**config.mk**
```make
export PLATFORM = sky130hd
export DESIGN_NAME = pattern_serializer
export DESIGN_NICKNAME = d
export VERILOG_FILES = /design/src/rtl/pattern_pkg.sv /design/src/rtl/pattern_serializer.sv
export SDC_FILE = /design/constraint.sdc
export NUM_CORES = 1
export LEC_CHECK = 0
export ABC_AREA = 1
export BUFFER_PORTS_ARGS = -buffer_cell sky130_fd_sc_hd__buf_2
export CORE_AREA = 2 2 39 41
export CTS_BUF_LIST = sky130_fd_sc_hd__clkbuf_16
export CTS_CLUSTER_SIZE = 30
export DETAILED_ROUTE_END_ITERATION = 7
export DIE_AREA = 0 0 41 43
export GPL_ROUTABILITY_DRIVEN = 0
export PLACE_DENSITY = 0.76
export SLEW_MARGIN = 20
export SYNTH_ARGS = -nofsm -noshare
export SYNTH_HDL_FRONTEND = slang
export SYNTH_SLANG_ARGS = --single-unit
export TNS_END_PERCENT = 1
```
**constraint.sdc**
```tcl
create_clock -name clk -period 4.7 [get_ports clk]
set_clock_uncertainty 0.15 [all_clocks]
set_input_delay 1.175 -clock clk [delete_from_list [all_inputs] [get_ports clk]]
set_output_delay 1.175 -clock clk [all_outputs]
set_load 0.01 [all_outputs]
```
**src/rtl/pattern_pkg.sv**
```systemverilog
// Shared types and sizing helpers for the pattern serializer and its neighbours.
package pattern_pkg;

  typedef enum logic {
    ST_IDLE  = 1'b0,
    ST_SHIFT = 1'b1
  } state_t;

  localparam int WIDTH_DEF = 8;

  // Bit-counter width for a WIDTH-bit word; never narrower than one bit.
  function automatic int cnt_width(input int w);
    return (w > 1) ? $clog2(w) : 1;
  endfunction

endpackage

```
**src/rtl/pattern_serializer.sv**
```systemverilog
// Purpose: parallel-to-serial feeder, one bit per clock, gapless across words.
// Latency: first bit valid the cycle after the accept edge; a word spans WIDTH cycles.
// Backpressure: in_ready only when idle or on the last bit; abort flushes and refuses input.
module pattern_serializer
  import pattern_pkg::*;
#(
  parameter int WIDTH      = WIDTH_DEF,
  parameter bit MSB_FIRST  = 1'b1,
  parameter bit IDLE_LEVEL = 1'b0
) (
  input  logic             clk,
  input  logic             reset,
  input  logic [WIDTH-1:0] in_data,
  input  logic             in_valid,
  output logic             in_ready,
  input  logic             abort,
  output logic             ser_data,
  output logic             ser_valid,
  output logic             busy,
  output logic             word_done
);

  localparam int             CW   = cnt_width(WIDTH);
  localparam logic [CW-1:0] LAST = CW'(WIDTH - 1);

  state_t           state, state_n;
  logic [WIDTH-1:0] shreg, shreg_n;
  logic [CW-1:0]    cnt, cnt_n;
  logic             accept;

  // Serial outputs decode from registers only.
  assign ser_valid = (state == ST_SHIFT);
  assign busy      = ser_valid;
  assign word_done = ser_valid && (cnt == LAST);
  assign ser_data  = ser_valid ? (MSB_FIRST ? shreg[WIDTH-1] : shreg[0]) : IDLE_LEVEL;

  assign in_ready = !reset && !abort && ((state == ST_IDLE) || word_done);
  assign accept   = in_valid && in_ready;

  always_comb begin
    state_n = state;
    shreg_n = shreg;
    cnt_n   = cnt;
    if (abort) begin
      state_n = ST_IDLE;
      cnt_n   = '0;
    end else begin
      case (state)
        ST_IDLE: begin
          if (accept) begin
            state_n = ST_SHIFT;
            shreg_n = in_data;
            cnt_n   = '0;
          end
        end
        ST_SHIFT: begin
          if (cnt != LAST) begin
            cnt_n   = cnt + 1'b1;
            shreg_n = MSB_FIRST ? (shreg << 1) : (shreg >> 1);
          end else if (accept) begin
            shreg_n = in_data;
            cnt_n   = '0;
          end else begin
            state_n = ST_IDLE;
          end
        end
        default: state_n = ST_IDLE;
      endcase
    end
  end

  always_ff @(posedge clk or posedge reset) begin
    if (reset) begin
      state <= ST_IDLE;
      shreg <= '0;
      cnt   <= '0;
    end else begin
      state <= state_n;
      shreg <= shreg_n;
      cnt   <= cnt_n;
    end
  end

endmodule

```
==> metrics.json, run 1 <==
{
  "core": {"value": 1380, "unit": "um^2"},
  "synth.lib_cells_used.distinct": {"value": 14},
  "cp-end-kind": {"value": "primary output"},
  "syn_area_per_cell": {"value": 7.34, "unit": "um^2"},
  "setup_viol": {"value": 0},
  "tritoncts": {"value": "built"},
  "finish.utilization": {"value": 0.593},
  "whs": {"value": 329, "unit": "ps"},
  "tritoncts.num_buffers": {"value": 3},
  "p_leak": {"value": 0.522, "unit": "nW"},
  "dieArea": {"value": 1760, "unit": "um^2"},
  "groute.usage.overall": {"value": 0.193},
  "main_combinational_cell_family_by_area_after_synthesis": {"value": "simple AND/OR/NAND/NOR gates"},
  "period_share": {"value": 0.722},
  "max-vdd-ir-drop": {"value": 0.387, "unit": "mV"},
  "first_pass_grt_wire_length": {"value": 2100, "unit": "um"},
  "total_power": {"value": 0.000330, "unit": "W"},
  "timing.slew.headroom": {"value": 0.681},
  "power.share.switching": {"value": 0.238},
  "clk_pin_slew": {"value": 40, "unit": "ps"},
  "drive_gt1_frac": {"value": 0.215},
  "final-hold-violation-count": {"value": 0},
  "fp.dieW": {"value": 41, "unit": "um"},
  "postCtsSetupBuffers": {"value": 0},
  "fmaxAchievable": {"value": 295, "unit": "MHz"},
  "final.setup.tns": {"value": 0, "unit": "ps"},
  "setup.reg_to_reg.worst_slack": {"value": 2720, "unit": "ps"},
  "timing.critical_path.required": {"value": 3380, "unit": "ps"},
  "post_drt_wl_per_cell": {"value": 10.5, "unit": "um"},
  "timing.critical_path.cells": {"value": "buf_2, inv_1, nand2_1, nor2_1, buf_2"},
  "postSynthNetCount": {"value": 105},
  "critical_path_s_most_frequent_cell": {"value": "sky130_fd_sc_hd__buf_2"},
  "fin_crit": {"value": 3390, "unit": "ps"},
  "num_rows": {"value": 14},
  "grt.overflow.total": {"value": 0},
  "synth-compound-area-share": {"value": 0.0955},
  "cts.repair.resized": {"value": 0},
  "critical_path.endpoint": {"value": "in_ready"},
  "criticalPathCategory": {"value": "in -> out"},
  "simple_gate_share_of_the_synthesized_area": {"value": 0.249},
  "cp-start-kind": {"value": "input port"},
  "number_of_global_route_vias_before_repair": {"value": 488},
  "total_inserted_antenna_cells": {"value": 0},
  "io_buffers": {"value": 16},
  "synth_seq_area_share": {"value": 0.449},
  "clock_sinks": {"value": 12},
  "netlist_area": {"value": 668, "unit": "um^2"},
  "clkLatencyLatePin": {"value": 240, "unit": "ps"},
  "h-tree-depth": {"value": 1},
  "power.density_cell_area": {"value": 402, "unit": "nW/um^2"},
  "post_synth_inst_count": {"value": 91},
  "num-nets-final": {"value": 123},
  "multiplexer_area_fraction_after_synthesis": {"value": 0},
  "detail_route.vias_per_cell": {"value": 4.69},
  "antenna_found_initial": {"value": 0},
  "share_clk_of_total_power": {"value": 0.466},
  "slew_violations": {"value": 0},
  "vias": {"value": 577},
  "cp.arrival": {"value": 2070, "unit": "ps"},
  "timing.critical_path.fanout_max": {"value": 13},
  "floorplan.die.height": {"value": 43, "unit": "um"},
  "drt_pre_antenna_iters": {"value": 2},
  "grt_start_max_net_pins": {"value": 14},
  "post_synth_fa_ha_maj_area_fraction": {"value": 0.0375},
  "drt_first_iter_violations": {"value": 3},
  "crit-reg2reg-capture": {"value": "shreg[2]"},
  "worst_r2r_startpoint": {"value": "cnt[0]"},
  "synthesis_stage_register_bit_count": {"value": 12},
  "dp_hpwl": {"value": 886, "unit": "um"},
  "cts-hold-fix-buffers": {"value": 0},
  "cts.root.buffer_cell": {"value": "sky130_fd_sc_hd__clkbuf_16"},
  "cts_buffer_depth": {"value": 2},
  "worstHoldPathCells": {"value": 1},
  "internal-power": {"value": 0.000251, "unit": "W"},
  "worstMarginPinSlew": {"value": 477, "unit": "ps"},
  "antenna_violating_nets_post_route": {"value": 0},
  "detailed_place.area": {"value": 746, "unit": "um^2"},
  "timing.hold.worst.class": {"value": "reg -> reg"},
  "worst_path_largest_cell_delay": {"value": 350, "unit": "ps"},
  "rsz0062_at_grt": {"value": "no"},
  "timing.reg2reg.worst_path_depth": {"value": 8},
  "syn2layout_area_growth": {"value": 22.8, "unit": "%"},
  "finalWirelength": {"value": 1290, "unit": "um"},
  "max_cap_viol_count": {"value": 0},
  "power.combinational.fraction": {"value": 0.144},
  "power.switching": {"value": 0.0000787, "unit": "W"},
  "io_pins": {"value": 17},
  "ys.warnings.count": {"value": 0},
  "seqPwrFrac": {"value": 0.390},
  "synthXorXnorAreaFrac": {"value": 0},
  "timing.critical_path.slowest_stage_cell": {"value": "sky130_fd_sc_hd__inv_1"},
  "design_area": {"value": 821, "unit": "um^2"},
  "outcome": {"value": "complete, no violations"},
  "starting_density_of_the_core": {"value": 0.483},
  "detail_route.drc_violations": {"value": 0},
  "startpoint": {"value": "reset"}
}
[critical path: cells and delay by family]
family,cells,cell delay [ps]
buf+inv,3,590
simple gates,2,290
[cell families (layout without fill, tap and decap cells)]
| logic type | Yosys count | after routing |
|---|---|---|
| buffers and inverters | 27 | 43 |
| adders and majority gates | 2 | 2 |
| and+or+nand+nor | 38 | 38 |
| DFF | 12 | 12 |
| AOI/OAI and AO/OA | 12 | 12 |
[through the flow]
stage | std cells | setup WS (ps)
finish | 123 | 1310
global route | 123 | 1130
CTS | 123 | 1270
detailed placement | 120 | 1270
global placement | 120 | 1290
floorplan | 91 | 1560
[power groups by stage]
stage	registers (W)	clock network, W	logic, W
2_1_floorplan	0.000129	0	0.0000360
3_3_place_gp	0.000130	0	0.0000463
3_5_place_dp	0.000130	0	0.0000478
4_1_cts	0.000129	0.000155	0.0000482
5_1_grt	0.000131	0.000162	0.0000554
6_report	0.000129	0.000154	0.0000475
[cell usage after synthesis]
cell type | count | area, um^2
sky130_fd_sc_hd__inv_2 | 1 | 3.75
sky130_fd_sc_hd__nor2_2 | 1 | 6.26
sky130_fd_sc_hd__nand2_1 | 26 | 97.6
sky130_fd_sc_hd__inv_1 | 23 | 86.3
sky130_fd_sc_hd__nor2_1 | 2 | 7.51
sky130_fd_sc_hd__nand2_2 | 1 | 6.26
sky130_fd_sc_hd__o21ai_2 | 1 | 8.76
sky130_fd_sc_hd__buf_4 | 3 | 22.5
sky130_fd_sc_hd__nand4_1 | 7 | 43.8
sky130_fd_sc_hd__nand3_1 | 1 | 5.00
sky130_fd_sc_hd__o21ai_0 | 3 | 15.0
sky130_fd_sc_hd__ha_1 | 2 | 25.0
sky130_fd_sc_hd__dfrtp_1 | 12 | 300
sky130_fd_sc_hd__a21oi_1 | 8 | 40.0
[state kept, by name, indices dropped and copies added (netlist names)]
| name | count |
|---|---|
| busy | 1 |
| cnt | 3 |
| shreg | 8 |
[routing by layer]
metal / GRT usage / routed length (um) / part of all wire
met4: 0.120 / 30 / 0.023
met5: 0 / 0 / 0
met1: 0.228 / 594 / 0.46
met3: 0.0942 / 61 / 0.047
met2: 0.269 / 603 / 0.47
[worst min-delay path by stage]
stage | from | endpoint | slack [ps]
2_1_floorplan | cnt[0] | cnt[0] | 290
3_3_place_gp | cnt[0] | cnt[0] | 320
3_5_place_dp | cnt[0] | cnt[0] | 320
4_1_cts | cnt[0] | cnt[0] | 320
5_1_grt | cnt[0] | cnt[0] | 350
6_report | cnt[0] | cnt[0] | 330
[cell usage in the layout (no fill, tap or decap)]
master	netlist	layout
sky130_fd_sc_hd__nor2_2	1	1
sky130_fd_sc_hd__inv_1	23	23
sky130_fd_sc_hd__nand2_2	1	1
sky130_fd_sc_hd__nor2_1	2	2
sky130_fd_sc_hd__ha_1	2	2
sky130_fd_sc_hd__nand2_1	26	26
sky130_fd_sc_hd__o21ai_0	3	3
sky130_fd_sc_hd__nand4_1	7	7
sky130_fd_sc_hd__clkbuf_16	0	3
sky130_fd_sc_hd__o21ai_2	1	1
sky130_fd_sc_hd__a21oi_1	8	8
sky130_fd_sc_hd__buf_2	0	16
sky130_fd_sc_hd__inv_2	1	1
sky130_fd_sc_hd__dfrtp_1	12	12
sky130_fd_sc_hd__nand3_1	1	1
[layout make-up]
type | instances | area [um^2]
tap | 16 | 20.0
clock buffer | 3 | 75.1
sequential | 12 | 300
fill | 124 | 563
multi-input combinational | 52 | 255
timing repair buffer | 16 | 80.1
inverter | 24 | 90.1
Note: power is estimated with default switching activity, not from simulation.
==> inputs of run 2 (changes only) <==
Settings changed: ABC_AREA 1 to 0, CORE_AREA 2 2 39 41 to unset, CORE_MARGIN set to 2, CORE_UTILIZATION set to 43, DIE_AREA 0 0 41 43 to unset, PLACE_DENSITY 0.76 to 0.71.
Clock period 4.7 ns to 3 ns, I/O delays scaled along.
==> metrics.json, run 2 <==
{
  "num-nets-final": {"value": 85, "change": "-31%"},
  "period_share": {"value": 0.812},
  "detail_route.drc_violations": {"value": 0, "change": "unchanged"},
  "first_pass_grt_wire_length": {"value": 1910, "unit": "um", "change": "-8.9%"},
  "worstPathBufferInverterCount": {"value": 1, "change": "-2"},
  "detail_route.vias_per_cell": {"value": 5.56, "change": "+19%"},
  "fp.dieW": {"value": 41.5, "unit": "um", "change": "+1.1%"},
  "core": {"value": 1300, "unit": "um^2", "change": "-6.0%"},
  "category_of_cells_accounting_for_the_largest_share_of_critical_path_delay": {"value": "adder cells"},
  "vias": {"value": 473, "change": "-18%"},
  "postCtsSetupBuffers": {"value": 0, "change": "unchanged"},
  "total_inserted_antenna_cells": {"value": 0, "change": "unchanged"},
  "clk_pin_slew": {"value": 40, "unit": "ps", "change": "about the same"},
  "dominant_cell_by_count_in_the_synthesized_netlist": {"value": "sky130_fd_sc_hd__dfrtp_1"},
  "post_drt_wl_per_cell": {"value": 13.4, "unit": "um", "change": "+27%"},
  "cp-end-kind": {"value": "primary output"},
  "multi_input_area": {"value": 275, "unit": "um^2", "change": "+7.8%"},
  "final-hold-violation-count": {"value": 0, "change": "unchanged"},
  "final.setup.tns": {"value": 0, "unit": "ps", "change": "unchanged"},
  "setup_viol": {"value": 0, "change": "unchanged"},
  "internal-power": {"value": 0.000400, "unit": "W", "change": "+59%"},
  "io_pins": {"value": 17, "change": "unchanged"},
  "clkLatencyLatePin": {"value": 240, "unit": "ps", "change": "about the same"},
  "async_reset_ff_frac": {"value": 1.00, "change": "unchanged"},
  "layout_common_cells": {"value": "sky130_fd_sc_hd__buf_2 (16), sky130_fd_sc_hd__dfrtp_1 (12), sky130_fd_sc_hd__or3_1 (7), sky130_fd_sc_hd__o221a_2 (7)"},
  "synthDominantCellAreaShare": {"value": 0.498, "change": "+0.0485"},
  "outcome": {"value": "complete, no violations"},
  "postSynthNetCount": {"value": 67, "change": "-36%"},
  "syn2layout_area_growth": {"value": 25.5, "unit": "%"},
  "tritoncts": {"value": "built"},
  "number_of_global_route_vias_before_repair": {"value": 429, "change": "-12%"},
  "power.density_cell_area": {"value": 677, "unit": "nW/um^2", "change": "+68%"},
  "post_synth_inst_count": {"value": 53, "change": "-42%"},
  "cp-start-kind": {"value": "flop"},
  "worst_path_largest_cell_delay": {"value": 390, "unit": "ps", "change": "+40 ps"},
  "stdcell_count": {"value": 85, "change": "-31%"},
  "starting_density_of_the_core": {"value": 0.463, "change": "-0.0194"},
  "timing.critical_path.fanout_max": {"value": 4, "change": "-9"},
  "share_clk_of_total_power": {"value": 0.475, "change": "+0.009"},
  "criticalPathCategory": {"value": "reg -> out"},
  "timing.hold.worst.class": {"value": "reg -> reg"},
  "worstMarginPinSlew": {"value": 459, "unit": "ps", "change": "-17.9 ps"},
  "floorplan.die.height": {"value": 41.5, "unit": "um", "change": "-3.6%"},
  "grt.overflow.total": {"value": 0, "change": "unchanged"},
  "total_power": {"value": 0.000512, "unit": "W", "change": "+55%"},
  "top_register": {"value": "shreg"},
  "rsz0062_at_grt": {"value": "no"},
  "num_rows": {"value": 13, "change": "-1"},
  "cts.repair.resized": {"value": 0, "change": "unchanged"},
  "drive_gt1_frac": {"value": 0.414, "change": "+0.199"},
  "timing.critical_path.slowest_stage_cell": {"value": "sky130_fd_sc_hd__dfrtp_1"},
  "edff_count_synth": {"value": 0, "change": "unchanged"},
  "synth.lib_cells_used.distinct": {"value": 19, "change": "+5"},
  "cts.root.buffer_cell": {"value": "sky130_fd_sc_hd__clkbuf_16"},
  "grt_start_max_net_pins": {"value": 15, "change": "+1"},
  "register_area": {"value": 300, "unit": "um^2", "change": "unchanged"},
  "fmaxAchievable": {"value": 410, "unit": "MHz"},
  "synth_common_cells": {"value": "sky130_fd_sc_hd__dfrtp_1 (12), sky130_fd_sc_hd__o221a_2 (7), sky130_fd_sc_hd__or3_1 (7)"},
  "drt_pre_antenna_iters": {"value": 3, "change": "+1"},
  "finalWirelength": {"value": 1140, "unit": "um", "change": "-12%"},
  "dp_hpwl": {"value": 823, "unit": "um", "change": "-7.1%"},
  "cts-hold-fix-buffers": {"value": 0, "change": "unchanged"},
  "io_buffers": {"value": 16, "change": "unchanged"},
  "p_leak": {"value": 0.346, "unit": "nW", "change": "-34%"},
  "timing.critical_path.cells": {"value": "ha_1, ha_1, nor2b_1, nor3_1, buf_2"},
  "most_used_dff_post_synth": {"value": "sky130_fd_sc_hd__dfrtp_1"},
  "place_worst_setup_slack": {"value": 830, "unit": "ps", "change": "-436 ps"},
  "synth_largest_area_cell": {"value": "sky130_fd_sc_hd__dfrtp_1"},
  "power.switching": {"value": 0.000112, "unit": "W", "change": "+42%"},
  "drt_first_iter_violations": {"value": 10, "change": "+7"},
  "place_inst": {"value": 81, "change": "-33%"},
  "groute.usage.overall": {"value": 0.152, "change": "-0.0406"},
  "dieArea": {"value": 1720, "unit": "um^2", "change": "-2.5%"},
  "power.share.switching": {"value": 0.219, "change": "-0.0198"},
  "synth.top_cells.by_area": {"value": "sky130_fd_sc_hd__dfrtp_1 (50%), sky130_fd_sc_hd__o221a_2 (13%), sky130_fd_sc_hd__or3_1 (7.3%), sky130_fd_sc_hd__nand2b_4 (4.6%), sky130_fd_sc_hd__ha_1 (4.1%)"},
  "final.fill_count": {"value": 130, "change": "+4.8%"},
  "slew_violations": {"value": 0, "change": "unchanged"},
  "worst_slack": {"value": 563, "unit": "ps", "change": "-743 ps"},
  "timing.slew.headroom": {"value": 0.693, "change": "+0.0127"},
  "fin_crit": {"value": 2440, "unit": "ps"},
  "synth_seq_area_share": {"value": 0.498, "change": "+0.0485"},
  "most_common_cell_after_layout_fill_and_taps_aside": {"value": "sky130_fd_sc_hd__buf_2"},
  "ys.warnings.count": {"value": 0, "change": "unchanged"},
  "clock_sinks": {"value": 12, "change": "unchanged"},
  "antenna_violating_nets_post_route": {"value": 0, "change": "unchanged"},
  "seqPwrFrac": {"value": 0.398, "change": "+0.008"},
  "max_cap_viol_count": {"value": 0, "change": "unchanged"},
  "power.combinational.fraction": {"value": 0.127, "change": "-0.017"},
  "cp.arrival": {"value": 1540, "unit": "ps", "change": "-530 ps"},
  "timing.critical_path.required": {"value": 2100, "unit": "ps", "change": "-1280 ps"},
  "critical_path_s_most_frequent_cell": {"value": "sky130_fd_sc_hd__ha_1"},
  "syn_area_per_cell": {"value": 11.4, "unit": "um^2", "change": "+55%"},
  "tritoncts.num_buffers": {"value": 3, "change": "unchanged"},
  "synthesis_stage_register_bit_count": {"value": 12, "change": "unchanged"},
  "h-tree-depth": {"value": 1, "change": "unchanged"},
  "antenna_found_initial": {"value": 0, "change": "unchanged"},
  "netlist_area": {"value": 603, "unit": "um^2", "change": "-9.7%"},
  "largest_register_ffs": {"value": 8, "change": "unchanged"},
  "cts_buffer_depth": {"value": 2, "change": "unchanged"},
  "max-vdd-ir-drop": {"value": 0.336, "unit": "mV", "change": "-13%"}
}
==> run 2: cells by family after synthesis <==
| group | after synthesis | synth area share |
|---|---|---|
| buf+inv | 4 | 0.0456 |
| simple gates | 22 | 0.226 |
| flops | 12 | 0.498 |
| fa+ha+maj | 2 | 0.0415 |
| compound gates | 13 | 0.189 |
==> run 2: layout make-up <==
| class | instances | area share |
|---|---|---|
| Clock buffer | 3 | 0.0992 |
| Clock inverter | 1 | 0.00496 |
| Multi-Input combinational cell | 37 | 0.364 |
| Inverter | 1 | 0.00496 |
| Timing Repair Buffer | 16 | 0.106 |
| Tap cell | 15 | 0.0248 |
| Sequential cell | 12 | 0.397 |
==> run 2: routing by layer <==
metal | vias up | track usage | wire, um
met3 | 5 | 0.0478 | 71
met4 | 0 | 0.116 | 36
li1 | 234 | - | -
met2 | 17 | 0.216 | 497
met1 | 217 | 0.192 | 530
met5 | - | 0 | 0
==> run 2: worst register-to-register path: stages (launching register included) <==
cell and delay (ps):
sky130_fd_sc_hd__dfrtp_1 390, sky130_fd_sc_hd__ha_1 210, sky130_fd_sc_hd__ha_1 210, sky130_fd_sc_hd__nand2b_4 200
sky130_fd_sc_hd__a21oi_2 370, sky130_fd_sc_hd__o221a_2 270
==> run 2: power by group through the flow <==
stage	combinational, W	clock (W)	sequential, W
after global routing	0.0000728	0.000256	0.000208
after CTS	0.0000661	0.000247	0.000204
after floorplan	0.0000500	0	0.000201
final	0.0000649	0.000243	0.000204
after detailed placement	0.0000650	0	0.000206
after global placement	0.0000644	0	0.000206
==> run 2: through the flow <==
stage                     utilization  cell area (um^2)  hold slack [ps]
after floorplan                     -               603              335
after global placement          0.521               678              362
after detailed placement        0.521               678              379
after CTS                       0.582               757              387
after global routing            0.582               757              410
final                           0.582               757              378
==> run 2: worst paths after layout <==
path,to,cells after the start,slack (ps),from
setup / recovery,in_ready,5,560,cnt[0]
hold / removal,shreg[0],2,380,shreg[0]
setup reg to reg,shreg[1],5,1130,cnt[0]
hold reg to reg,shreg[0],2,380,shreg[0]
max in group asynchronous,shreg[6],2,1990,reset
min in group asynchronous,shreg[0],2,400,reset
==> inputs of run 3 (changes only) <==
Settings changed: ABC_AREA 0 to 1, CORE_UTILIZATION 43 to 45, PLACE_DENSITY 0.71 to 0.72.
Clock period 3 ns to 2.1 ns, I/O delays scaled along.
==> metrics.json, run 3 (same netlist as run 1, synthesis figures left out) <==
{
  "starting_density_of_the_core": {"value": 0.495, "change": "+0.0314"},
  "antenna_violating_nets_post_route": {"value": 0, "change": "unchanged"},
  "dp_hpwl": {"value": 960, "unit": "um", "change": "+17%"},
  "groute.usage.overall": {"value": 0.173, "change": "+0.0211"},
  "finalWirelength": {"value": 1360, "unit": "um", "change": "+19%"},
  "cp-start-kind": {"value": "flop"},
  "drive_gt1_frac": {"value": 0.277, "change": "-0.138"},
  "vias": {"value": 594, "change": "+26%"},
  "dieArea": {"value": 1810, "unit": "um^2", "change": "+5.3%"},
  "setup_viol": {"value": 0, "change": "unchanged"},
  "largest_register_ffs": {"value": 8, "change": "unchanged"},
  "final.fill_count": {"value": 114, "change": "-12%"},
  "timing.slew.headroom": {"value": 0.683, "change": "-0.0106"},
  "total_inserted_antenna_cells": {"value": 0, "change": "unchanged"},
  "crit-reg2reg-capture": {"value": "shreg[1]"},
  "fin_crit": {"value": 2050, "unit": "ps"},
  "io_buffers": {"value": 16, "change": "unchanged"},
  "syn2layout_area_growth": {"value": 28.8, "unit": "%"},
  "use_met3": {"value": 0.0819, "change": "+0.0341"},
  "drt_first_iter_violations": {"value": 11, "change": "+1"},
  "use_met2": {"value": 0.286, "change": "+0.0705"},
  "global_route.peak_usage_layer": {"value": "met2"},
  "number_of_global_route_vias_before_repair": {"value": 553, "change": "+29%"},
  "max_cap_viol_count": {"value": 0, "change": "unchanged"},
  "fp.dieW": {"value": 42.5, "unit": "um", "change": "+2.6%"},
  "most_common_cell_after_layout_fill_and_taps_aside": {"value": "sky130_fd_sc_hd__nand2_1"},
  "worstMarginPinSlew": {"value": 474, "unit": "ps", "change": "+14.6 ps"},
  "clock_sinks": {"value": 12, "change": "unchanged"},
  "timing.hold.worst.class": {"value": "in -> async"},
  "power.density_cell_area": {"value": 867, "unit": "nW/um^2", "change": "+28%"},
  "num-nets-final": {"value": 127, "change": "+49%"},
  "post_drt_wl_per_cell": {"value": 10.7, "unit": "um", "change": "-20%"},
  "setup.reg_to_reg.worst_slack": {"value": 390, "unit": "ps", "change": "-740 ps"},
  "cp.arrival": {"value": 1370, "unit": "ps", "change": "-170 ps"},
  "h-tree-depth": {"value": 1, "change": "unchanged"},
  "cts-hold-fix-buffers": {"value": 0, "change": "unchanged"},
  "num_rows": {"value": 13, "change": "unchanged"},
  "max-vdd-ir-drop": {"value": 0.625, "unit": "mV", "change": "+86%"},
  "core": {"value": 1350, "unit": "um^2", "change": "+3.7%"},
  "multi_input_area": {"value": 263, "unit": "um^2", "change": "-4.5%"},
  "io_pins": {"value": 17, "change": "unchanged"},
  "tritoncts.num_buffers": {"value": 3, "change": "unchanged"},
  "clk_pin_slew": {"value": 40, "unit": "ps", "change": "about the same"},
  "top_register": {"value": "shreg"},
  "fmaxAchievable": {"value": 488, "unit": "MHz"},
  "timing.reg2reg.worst_path_depth": {"value": 8, "change": "+3"},
  "tritoncts": {"value": "built"},
  "period_share": {"value": 0.976},
  "slew_violations": {"value": 0, "change": "unchanged"},
  "p_leak": {"value": 0.537, "unit": "nW", "change": "+55%"},
  "final-hold-violation-count": {"value": 0, "change": "unchanged"},
  "grt_start_max_net_pins": {"value": 13, "change": "-2"},
  "finish.utilization": {"value": 0.638, "change": "+0.0559"},
  "startpoint": {"value": "cnt[0]"},
  "grt.overflow.total": {"value": 0, "change": "unchanged"},
  "timing.critical_path.fanout_max": {"value": 5, "change": "+1"},
  "antenna_found_initial": {"value": 0, "change": "unchanged"},
  "clkLatencyLatePin": {"value": 240, "unit": "ps", "change": "about the same"},
  "final.setup.tns": {"value": 0, "unit": "ps", "change": "unchanged"},
  "cp-end-kind": {"value": "primary output"},
  "register_area": {"value": 300, "unit": "um^2", "change": "unchanged"},
  "detail_route.vias_per_cell": {"value": 4.68, "change": "-16%"},
  "critical_path.endpoint": {"value": "in_ready"},
  "layout_common_cells": {"value": "sky130_fd_sc_hd__nand2_1 (25), sky130_fd_sc_hd__inv_1 (22), sky130_fd_sc_hd__buf_2 (16)"},
  "detail_route.drc_violations": {"value": 0, "change": "unchanged"},
  "floorplan.die.height": {"value": 42.5, "unit": "um", "change": "+2.6%"},
  "criticalPathCategory": {"value": "reg -> out"},
  "outcome": {"value": "complete, no violations"},
  "cts.root.buffer_cell": {"value": "sky130_fd_sc_hd__clkbuf_16"},
  "drt_pre_antenna_iters": {"value": 3, "change": "unchanged"},
  "worst_r2r_startpoint": {"value": "cnt[0]"},
  "timing.critical_path.required": {"value": 1420, "unit": "ps", "change": "-680 ps"},
  "cts_buffer_depth": {"value": 2, "change": "unchanged"},
  "grtUsageMet1": {"value": 0.204, "change": "+0.0122"},
  "first_pass_grt_wire_length": {"value": 2340, "unit": "um", "change": "+22%"}
}
-- run 3: area by class of cell --
| type | count | share of cell area |
|---|---|---|
| Multi-Input combinational cell | 52 | 0.305 |
| Clock buffer | 3 | 0.0872 |
| Clock inverter | 1 | 0.00436 |
| Sequential cell | 12 | 0.349 |
| Inverter | 24 | 0.105 |
| Tap cell | 15 | 0.0218 |
| Timing Repair Buffer | 20 | 0.128 |
-- run 3: worst min path at each step --
stage	start	to	slack, ps	depth (start not counted)
floorplan	reset	busy	250	1
global placement	cnt[0]	cnt[0]	310	1
detailed placement	cnt[0]	cnt[0]	320	1
CTS	reset	cnt[0]	170	3
global route	reset	shreg[4]	190	3
finish	reset	cnt[0]	170	3
-- run 3: metal layers --
metal | routed length (um) | vias up | part of all wire
li1 | - | 320 | -
met5 | 0 | - | 0
met1 | 609 | 262 | 0.45
met3 | 71 | 0 | 0.052
met2 | 675 | 12 | 0.50
met4 | 0 | 0 | 0
-- run 3: timing repair --
action,4_1_cts,5_1_grt
endpoints found under the setup margin,1,1
buffers inserted,1,1
pin swaps,0,0
gates resized for setup,1,3
hold endpoints to repair,0,0
-- run 3: power by group --
part           internal, W  total [W]  switching (W)
Sequential        0.000275   0.000289      0.0000143
Combinational    0.0000457   0.000113      0.0000678
Clock             0.000250   0.000344      0.0000939
-- run 3: through the flow --
stage | cell area [um^2] | std cells | worst slack, ps | hold slack [ps] | power [W]
2_1_floorplan | 668 | 91 | 260 | 248 | 0.000369
3_3_place_gp | 759 | 121 | 235 | 313 | 0.000397
3_5_place_dp | 759 | 121 | 188 | 323 | 0.000402
4_1_cts | 848 | 126 | 4.19 | 173 | 0.000752
5_1_grt | 861 | 127 | -6.19 | 193 | 0.000788
6_report | 861 | 127 | 50.1 | 169 | 0.000747
-- run 3: worst max-delay path, cell delays in order, from the launching register on --
cell	delay (ps)
sky130_fd_sc_hd__dfrtp_1	380
sky130_fd_sc_hd__ha_1	200
sky130_fd_sc_hd__ha_2	170
sky130_fd_sc_hd__inv_1	60
sky130_fd_sc_hd__nand2_2	90
sky130_fd_sc_hd__inv_2	70
sky130_fd_sc_hd__nor2_2	30
sky130_fd_sc_hd__buf_2	130
